--- src/rtl/flappy_pkg.sv ---
// Shared constants, FSM encoding and LFSR helper for the pipe table writer.
package flappy_pkg;

  localparam int unsigned CoordW  = 10;
  localparam int unsigned ScreenW = 640;
  localparam int unsigned ScreenH = 480;

  // Galois feedback mask for x^16 + x^14 + x^13 + x^11 (right-shifting form)
  localparam logic [15:0] LfsrTaps = 16'hB400;

  typedef enum logic [1:0] {
    StInit,
    StIdle,
    StCalc,
    StWrite
  } wr_state_e;

  function automatic logic [15:0] lfsr_next(input logic [15:0] cur);
    lfsr_next = cur[0] ? ((cur >> 1) ^ LfsrTaps) : (cur >> 1);
  endfunction

endpackage

--- src/rtl/pipe_lfsr.sv ---
// 16-bit Galois LFSR with step enable; async active-low reset loads the seed.
module pipe_lfsr
  import flappy_pkg::*;
#(
  parameter logic [15:0] Seed = 16'hACE1
) (
  input  logic        clk,
  input  logic        rst_n,
  input  logic        step,
  output logic [15:0] state
);

  logic [15:0] state_q;

  always_ff @(posedge clk or negedge rst_n) begin
    if (!rst_n) begin
      state_q <= Seed;
    end else if (step) begin
      state_q <= lfsr_next(state_q);
    end
  end

  assign state = state_q;

endmodule

--- src/rtl/pipe_table_writer.sv ---
// Scrolls NPIPE pipe entries per tick and streams them to the pipe RAM.
// Optional PIPE_SPEEDUP_EN: speed rises by one every 16 score pulses, up to 2*SPEED.
module pipe_table_writer
  import flappy_pkg::*;
#(
  parameter int unsigned NPIPE     = 4,
  parameter int unsigned SPACING   = 160,
  parameter int unsigned SPEED     = 2,
  parameter int unsigned GAP_MIN   = 64,
  parameter int unsigned BIRD_X    = 200,
  parameter logic [15:0] LFSR_SEED = 16'hACE1,
  localparam int unsigned IdxW     = (NPIPE > 1) ? $clog2(NPIPE) : 1
) (
  input  logic              Clk,
  input  logic              Reset_n,
  input  logic              tick,
  input  logic              freeze,
  output logic              busy,
  output logic              wr_valid,
  input  logic              wr_ready,
  output logic [IdxW-1:0]   wr_idx,
  output logic [CoordW-1:0] wr_x,
  output logic [CoordW-1:0] wr_y,
  output logic              score_pulse,
  output logic              overrun
);

  localparam logic [IdxW-1:0]   LastIdx = IdxW'(NPIPE - 1);
  localparam logic [CoordW:0]   WrapX   = (CoordW + 1)'(NPIPE * SPACING);
  localparam logic [CoordW-1:0] BirdX   = CoordW'(BIRD_X);
  localparam logic [CoordW-1:0] GapMin  = CoordW'(GAP_MIN);

  wr_state_e         state_q;
  logic [IdxW-1:0]   idx_q;
  logic              init_q;
  logic [CoordW-1:0] x_q [NPIPE];
  logic [CoordW-1:0] y_q [NPIPE];

  logic [15:0]       lfsr;
  logic [CoordW-1:0] speed;
  logic [CoordW-1:0] cur_x, cur_y, nx, ny;
  logic [CoordW:0]   respawn_sum;
  logic              respawn, passes;

`ifdef PIPE_SPEEDUP_EN
  logic [3:0]        score_cnt_q;
  logic [CoordW-1:0] speed_q;

  always_ff @(posedge Clk or negedge Reset_n) begin
    if (!Reset_n) begin
      score_cnt_q <= '0;
      speed_q     <= CoordW'(SPEED);
    end else if (score_pulse) begin
      score_cnt_q <= score_cnt_q + 4'd1;
      if (score_cnt_q == 4'hF && speed_q < CoordW'(2 * SPEED)) begin
        speed_q <= speed_q + 1'b1;
      end
    end
  end

  assign speed = speed_q;
`else
  assign speed = CoordW'(SPEED);
`endif

  always_comb begin
    cur_x       = x_q[idx_q];
    cur_y       = y_q[idx_q];
    respawn     = cur_x < speed;
    respawn_sum = {1'b0, cur_x} + WrapX - {1'b0, speed};
    nx          = respawn ? respawn_sum[CoordW-1:0] : cur_x - speed;
    ny          = respawn ? GapMin + {2'b00, lfsr[7:0]} : cur_y;
    // A respawned entry jumps right, so it can never count as passing the bird.
    passes      = !respawn && (cur_x >= BirdX) && (nx < BirdX);
  end

  pipe_lfsr #(
    .Seed (LFSR_SEED)
  ) u_lfsr (
    .clk   (Clk),
    .rst_n (Reset_n),
    .step  ((state_q == StCalc) && respawn),
    .state (lfsr)
  );

  always_ff @(posedge Clk or negedge Reset_n) begin
    if (!Reset_n) begin
      state_q     <= StInit;
      idx_q       <= '0;
      init_q      <= 1'b1;
      busy        <= 1'b1;
      wr_valid    <= 1'b0;
      wr_idx      <= '0;
      wr_x        <= '0;
      wr_y        <= '0;
      score_pulse <= 1'b0;
      overrun     <= 1'b0;
      for (int i = 0; i < NPIPE; i++) begin
        x_q[i] <= CoordW'((i + 1) * SPACING);
        y_q[i] <= GapMin;
      end
    end else begin
      score_pulse <= 1'b0;
      if (tick && busy) begin
        overrun <= 1'b1;
      end
      unique case (state_q)
        StInit: begin
          wr_idx   <= idx_q;
          wr_x     <= cur_x;
          wr_y     <= cur_y;
          wr_valid <= 1'b1;
          state_q  <= StWrite;
        end
        StIdle: begin
          if (tick && !freeze) begin
            idx_q   <= '0;
            busy    <= 1'b1;
            state_q <= StCalc;
          end
        end
        StCalc: begin
          x_q[idx_q]  <= nx;
          y_q[idx_q]  <= ny;
          wr_idx      <= idx_q;
          wr_x        <= nx;
          wr_y        <= ny;
          wr_valid    <= 1'b1;
          score_pulse <= passes;
          state_q     <= StWrite;
        end
        StWrite: begin
          if (wr_ready) begin
            wr_valid <= 1'b0;
            if (idx_q == LastIdx) begin
              busy    <= 1'b0;
              init_q  <= 1'b0;
              state_q <= StIdle;
            end else begin
              idx_q   <= idx_q + 1'b1;
              state_q <= init_q ? StInit : StCalc;
            end
          end
        end
        default: state_q <= StIdle;
      endcase
    end
  end

endmodule

--- config.mk ---
export PLATFORM = sky130hd
export DESIGN_NAME = pipe_table_writer
export DESIGN_NICKNAME = d
export VERILOG_FILES = /design/src/rtl/flappy_pkg.sv /design/src/rtl/pipe_lfsr.sv /design/src/rtl/pipe_table_writer.sv
export SDC_FILE = /design/constraint.sdc
export NUM_CORES = 1
export LEC_CHECK = 0
export BUFFER_PORTS_ARGS = -buffer_cell sky130_fd_sc_hd__buf_2
export CAP_MARGIN = 20
export CORE_ASPECT_RATIO = 1.4
export CORE_MARGIN = 1.5
export CORE_UTILIZATION = 45
export DETAILED_ROUTE_END_ITERATION = 8
export SLEW_MARGIN = 20
export SYNTH_ARGS = -nofsm -noshare
export SYNTH_HDL_FRONTEND = slang
export SYNTH_SLANG_ARGS = --single-unit
--- constraint.sdc ---
create_clock -name Clk -period 5.3 [get_ports Clk]
set_input_delay 0.265 -clock Clk [delete_from_list [all_inputs] [get_ports Clk]]
set_output_delay 0.265 -clock Clk [all_outputs]
set_load 0.1 [all_outputs]
==> flow_summary.ini, run 1 <==
[floorplanning]
rows = 49
dieHeight_um = 138
initial_core_util_pct = 45.6
die_area_um2 = 13600
die_w_um = 99.1
fp.coreArea_um2 = 12800
ios = 31

[worst_setup_path]
critPathLaunchType = flip-flop
path_max_fanout = 17
crit_type = reg -> reg
worstPathRequired_ps = 5590
crit_path_end_kind = flip-flop
critPathArrivalTime_ps = 4050

[cells_and_area]
n_fill_cell = 1111
fin_nets = 554
multi_input_area_um2 = 2380
regArea_um2 = 3210
stdcell_count = 709
syn_to_final_growth_pct = 15.1
antennaDiodeCount = 0
drive_gt1_share_pct = 25.2

[synth]
syn_area_per_cell_um2 = 11.2
synthArstFlopShare_pct = 100
yosysTopAreaCell = dfrtp_1
syn-cell-area_um2 = 5820
ys_types = 48
ys_warn_count = 0
synth_area_leaders = dfrtp_1 (44%), dfstp_2 (11%), o21ai_0 (7.8%)
synth_fp_nets = 532
ys_seq_area_share_pct = 55.2
yosysTopAreaCellShare_pct = 44.3
ys.flop_type = dfrtp_1
synth-edff-count = 0
synthCells = 521
synth_seq_cells = 127

[placement]
dpl.cell_count = 675
pre_cts_ws_ps = 1490
port-buffer-count = 30
place_congestion = 0.794
dpl.hpwl_um = 7570

[sta]
finalCritPeriodShare_pct = 70.9
finalSetupTns_ps = 0
finalSetupViolCount = 0
rsz0062_at_grt = false
maxSlewHeadroom_pct = 46.3
clock_skew_ps = 7.92
hold_ws_ps = 70.7
hold_violations = 0
final_max_slew_viol_count = 0
period_needed_ps = 3760
worst-slew-pin-transition_ps = 806
layout_setup_ws_ps = 1540
fmax_ghz = 0.266

[clock_tree]
cts_tree = yes
cts_resized = 0
htree_levels = 4
cts_buffer_depth = 2
clk_latency_ps = 410
cts_sinks = 127
cts_root_buffer = clkbuf_16
numCtsBuffers = 17
clkTransAtPathRegs_ps = 50

[grt]
grt_usage_pct = 19.1
grt_max_degree = 82
grt_pass1_vias = 3824
gr-total-overflow = 0
grt_pass1_wl_um = 20000
antenna_found_initial = 0

[drt]
vias_per_cell = 5.46
wirelength_um = 12000
dr.first_iter.drc_count = 192
drtAntennaViolNets = 0
wl_per_cell_um = 17.0
vias = 3874
firstDrtPassIters = 4
drcViolationCount = 0

[job]
cap_violations = 0

[worst_hold_path]
worstHoldPathType = in -> reg

[run_status]
status = finished clean
[metal layers]
layer,vias to the layer above,global-route usage (%),wire (um)
li1,1851,-,-
met1,1955,25.8,5690
met2,61,30.8,5930
met3,7,4.57,333
met4,0,5.87,85
met5,-,0,0
[registers in the layout, indices dropped and copies added (netlist names), 2 cells and up]
signal        count
idx_q             2
state_q           2
u_lfsr.state     16
wr_idx            2
wr_x             10
wr_y             10
x_q              40
y_q              40
[cell usage in the layout (no fill, tap or decap), types with 3 or more instances in the layout]
| master | Yosys | routed |
|---|---|---|
| a21oi_1 | 4 | 4 |
| a21oi_2 | 3 | 3 |
| a2bb2oi_1 | 4 | 4 |
| a31oi_1 | 5 | 5 |
| buf_2 | 1 | 29 |
| buf_4 | 1 | 10 |
| bufinv_16 | 0 | 4 |
| clkbuf_16 | 0 | 17 |
| clkbuf_8 | 0 | 4 |
| clkinv_2 | 0 | 3 |
| clkinvlp_4 | 0 | 3 |
| dfrtp_1 | 103 | 103 |
| dfstp_2 | 24 | 24 |
| ha_1 | 6 | 6 |
| inv_1 | 6 | 6 |
| mux2_2 | 12 | 12 |
| mux2_4 | 6 | 6 |
| mux2i_1 | 10 | 10 |
| mux4_2 | 18 | 18 |
| nand2_1 | 117 | 117 |
| nand3_1 | 3 | 3 |
| nor2_1 | 14 | 14 |
| nor2b_1 | 4 | 4 |
| nor3_1 | 7 | 7 |
| nor3b_1 | 3 | 3 |
| o21ai_0 | 91 | 91 |
| o22ai_1 | 4 | 4 |
| xnor2_1 | 8 | 8 |
| xor2_1 | 4 | 4 |
[metrics by stage]
| stage | instance area [um2] | utilization, % |
|---|---|---|
| finish | 6690 | 52.5 |
| global route | 6690 | 52.5 |
| CTS | 6660 | 52.2 |
| detailed placement | 6020 | 47.2 |
| global placement | 6020 | 47.2 |
| floorplan | 5820 | - |
[area by class of cell]
| cell class | count | area share [%] |
|---|---|---|
| flip-flops and latches | 127 | 47.9 |
| repair buffers | 41 | 3.74 |
| multi-input cells | 350 | 35.5 |
| clock buffers | 22 | 7.24 |
| well taps | 153 | 2.86 |
| clock inverters | 10 | 2.36 |
| inverters | 6 | 0.337 |
[final timing paths]
check / start / cells past startpoint / slack, ps / endpoint
setup reg to reg: idx_q[0]$_DFFE_PN0P_ / 6 / 1540 / u_lfsr.state[14]$_DFFE_PN0P_
hold / removal: tick / 2 / 70 / overrun$_DFFE_PN0P_
min in group asynchronous: Reset_n / 2 / 360 / wr_x[5]$_DFFE_PN0P_
hold reg to reg: overrun$_DFFE_PN0P_ / 1 / 450 / overrun$_DFFE_PN0P_
max in group asynchronous: Reset_n / 4 / 3690 / x_q[19]$_DFFE_PN0P_
setup / recovery: idx_q[0]$_DFFE_PN0P_ / 6 / 1540 / u_lfsr.state[14]$_DFFE_PN0P_
[kinds of logic (layout without fill, tap and decap cells)]
family / Yosys count / after routing / share of synthesized area (%)
AO/OA/AOI/OAI: 123 / 123 / 11.9
XOR/XNOR: 12 / 12 / 1.81
adder cells (fa/ha/maj): 6 / 6 / 1.29
buffers and inverters: 44 / 79 / 3.96
flip-flops: 127 / 127 / 55.2
multiplexers: 49 / 49 / 13.7
AND/OR/NAND/NOR: 160 / 160 / 12.2
[worst max-delay path, cell delays in order, from the launching register on]
cell	delay (ps)
dfrtp_1	860
mux4_2	740
nor4_4	480
and3b_1	270
buf_4	280
and2_1	590
mux2_2	400
[cell usage after synthesis (2+ instances only)]
master / n
a21o_1: 2
a21oi_1: 4
a21oi_2: 3
a2bb2oi_1: 4
a31oi_1: 5
and2_1: 2
buf_1: 4
buf_6: 8
clkbuf_1: 24
dfrtp_1: 103
dfstp_2: 24
ha_1: 6
inv_1: 6
mux2_2: 12
mux2_4: 6
mux2i_1: 10
mux4_1: 2
mux4_2: 18
nand2_1: 117
nand3_1: 3
nor2_1: 14
nor2b_1: 4
nor3_1: 7
nor3b_1: 3
nor4_4: 2
o21a_1: 2
o21ai_0: 91
o22ai_1: 4
o31ai_1: 2
xnor2_1: 8
xor2_1: 4
[timing repair]
action,CTS,global route
setup buffers,0,0
endpoints found under the hold margin,0,32
hold buffers,0,1
endpoints found under the setup margin,0,0
Power of run 1 is left out: the tool's default activity adds up to more than one toggle a clock period on the data nets, which glitch-free logic cannot reach.
==> run 2, diff against run 1 <==
==> constraint.sdc (replaced) <==
create_clock -name Clk -period 3.3 [get_ports Clk]
set_input_delay 0.165 -clock Clk [delete_from_list [all_inputs] [get_ports Clk]]
set_output_delay 0.165 -clock Clk [all_outputs]
set_load 0.1 [all_outputs]
==> flow_summary.ini, run 2 (synthesis gave the netlist of run 1 again) <==
[drt]
dr.first_iter.drc_count = 265
vias = 3862
wirelength_um = 12300
wl_per_cell_um = 17.0
drtAntennaViolNets = 0
vias_per_cell = 5.36
drcViolationCount = 0
firstDrtPassIters = 4

[clock_tree]
clk_latency_ps = 410
cts_sinks = 127
cts_resized = 0
cts_root_buffer = clkbuf_16
cts_tree = yes
htree_levels = 4
numCtsBuffers = 17
clkTransAtPathRegs_ps = 60
cts_buffer_depth = 2

[sta]
hold_violations = 0
maxSlewHeadroom_pct = 50.7
final_max_slew_viol_count = 0
hold_ws_ps = 84.7
finalCritPeriodShare_pct = 91.8
worst-slew-pin-transition_ps = 740
rsz0062_at_grt = false
fmax_ghz = 0.330
finalSetupViolCount = 0
period_needed_ps = 3030
clock_skew_ps = 5.88
finalSetupTns_ps = 0

[job]
cap_violations = 0

[worst_hold_path]
whs_path_depth = 4
worstHoldPathType = in -> reg
worstHoldStart = wr_ready
holdPathEnd = wr_valid$_DFFE_PN0P_

[placement]
port-buffer-count = 30
dpl.hpwl_um = 8050
place_congestion = 0.805

[worst_setup_path]
slowest_stage = mux4_2
critPathArrivalTime_ps = 3300
path_max_fanout = 10
crit_chain = buf_4, mux4_2, nor4_4, and3b_1, buf_4, mux2i_1, o21ai_0
worstPathRequired_ps = 3580
crit_type = reg -> reg
crit_path_end_kind = flip-flop
r2r-start = idx_q[0]$_DFFE_PN0P_
slowest_delay_ps = 550
crit_top_cell = buf_4
rrSetupSlack_ps = 270
critPathLaunchType = flip-flop
reg2reg_to = y_q[32]$_DFFE_PN0P_
worst-r2r-cell-count = 7

[grt]
grt_pass1_wl_um = 20400
grt_max_degree = 61
antenna_found_initial = 0
grt_usage_pct = 19.6
gr-total-overflow = 0
grt_pass1_vias = 3819

[cells_and_area]
n_fill_cell = 1087
final_cell_mix = nand2_1 (117), dfrtp_1 (103), o21ai_0 (91)
fin_util_pct = 52.8
fin_nets = 565
syn_to_final_growth_pct = 15.9
layout_commonest_cell = nand2_1
antennaDiodeCount = 0
drive_gt1_share_pct = 26.5

[floorplanning]
die_w_um = 99.1
fp.coreArea_um2 = 12800
die_area_um2 = 13600
rows = 49
initial_core_util_pct = 45.6
ios = 31
dieHeight_um = 138

[run_status]
status = finished clean
## run 2: cell types whose count changed in the layout (fill, tap and decap cells not counted)
cell	change
clkbuf_8	-2
buf_12	-1
buf_4	+11
clkinv_2	-1
dlygate4sd3_1	+1
clkinvlp_4	-1
inv_6	+2
bufinv_16	-1
clkinv_4	+3
## run 2: cell type report
type / instances / area, um2 / share of cell area, %
clock inverter: 12 / 159 / 2.36
tap: 153 / 191 / 2.84
inverter: 6 / 22.5 / 0.334
multi-input combinational: 350 / 2380 / 35.3
clock buffer: 20 / 457 / 6.78
sequential: 127 / 3210 / 47.6
timing repair buffer: 52 / 323 / 4.79
## run 2: stage by stage
step / instances / setup WS (ps) / area (um2)
after floorplan: 521 / 505 / 5820
after global placement: 686 / 398 / 6100
after detailed placement: 686 / 271 / 6100
after CTS: 720 / 248 / 6740
after global routing: 720 / 5.74 / 6740
final: 720 / 271 / 6740
## run 2: repair_timing
| action | 4_1_cts | 5_1_grt |
|---|---|---|
| endpoints found under the hold margin | 49 | 0 |
| hold buffers | 2 | 0 |
| buffers inserted | 0 | 0 |
## run 2: critical path, delay by kind of cell, from the launching register on
| kind | cells | cell delay (ps) |
|---|---|---|
| mux | 2 | 900 |
| simple gates | 2 | 780 |
| flops | 1 | 530 |
| buf+inv | 2 | 520 |
| compound gates | 1 | 150 |
## run 2: worst max path at each step
stage,slack (ps),startpoint,to
2_1_floorplan,500,idx_q[0]$_DFFE_PN0P_,score_pulse$_DFF_PN0_
3_3_place_gp,400,idx_q[0]$_DFFE_PN0P_,y_q[14]$_DFFE_PN0P_
3_5_place_dp,270,idx_q[0]$_DFFE_PN0P_,y_q[23]$_DFFE_PN0P_
4_1_cts,250,idx_q[0]$_DFFE_PN0P_,y_q[13]$_DFFE_PN0P_
5_1_grt,6,idx_q[0]$_DFFE_PN0P_,y_q[32]$_DFFE_PN0P_
6_report,270,idx_q[0]$_DFFE_PN0P_,y_q[32]$_DFFE_PN0P_
## run 2: routing by layer
layer / up-vias / part of all wire, % / GRT usage, %
met5: - / 0 / 0
met4: 0 / 1.0 / 6.73
met3: 12 / 3.5 / 5.28
met2: 79 / 48 / 31.4
met1: 1898 / 47 / 26.0
li1: 1873 / - / -
Power of run 2 is left out for the same reason.
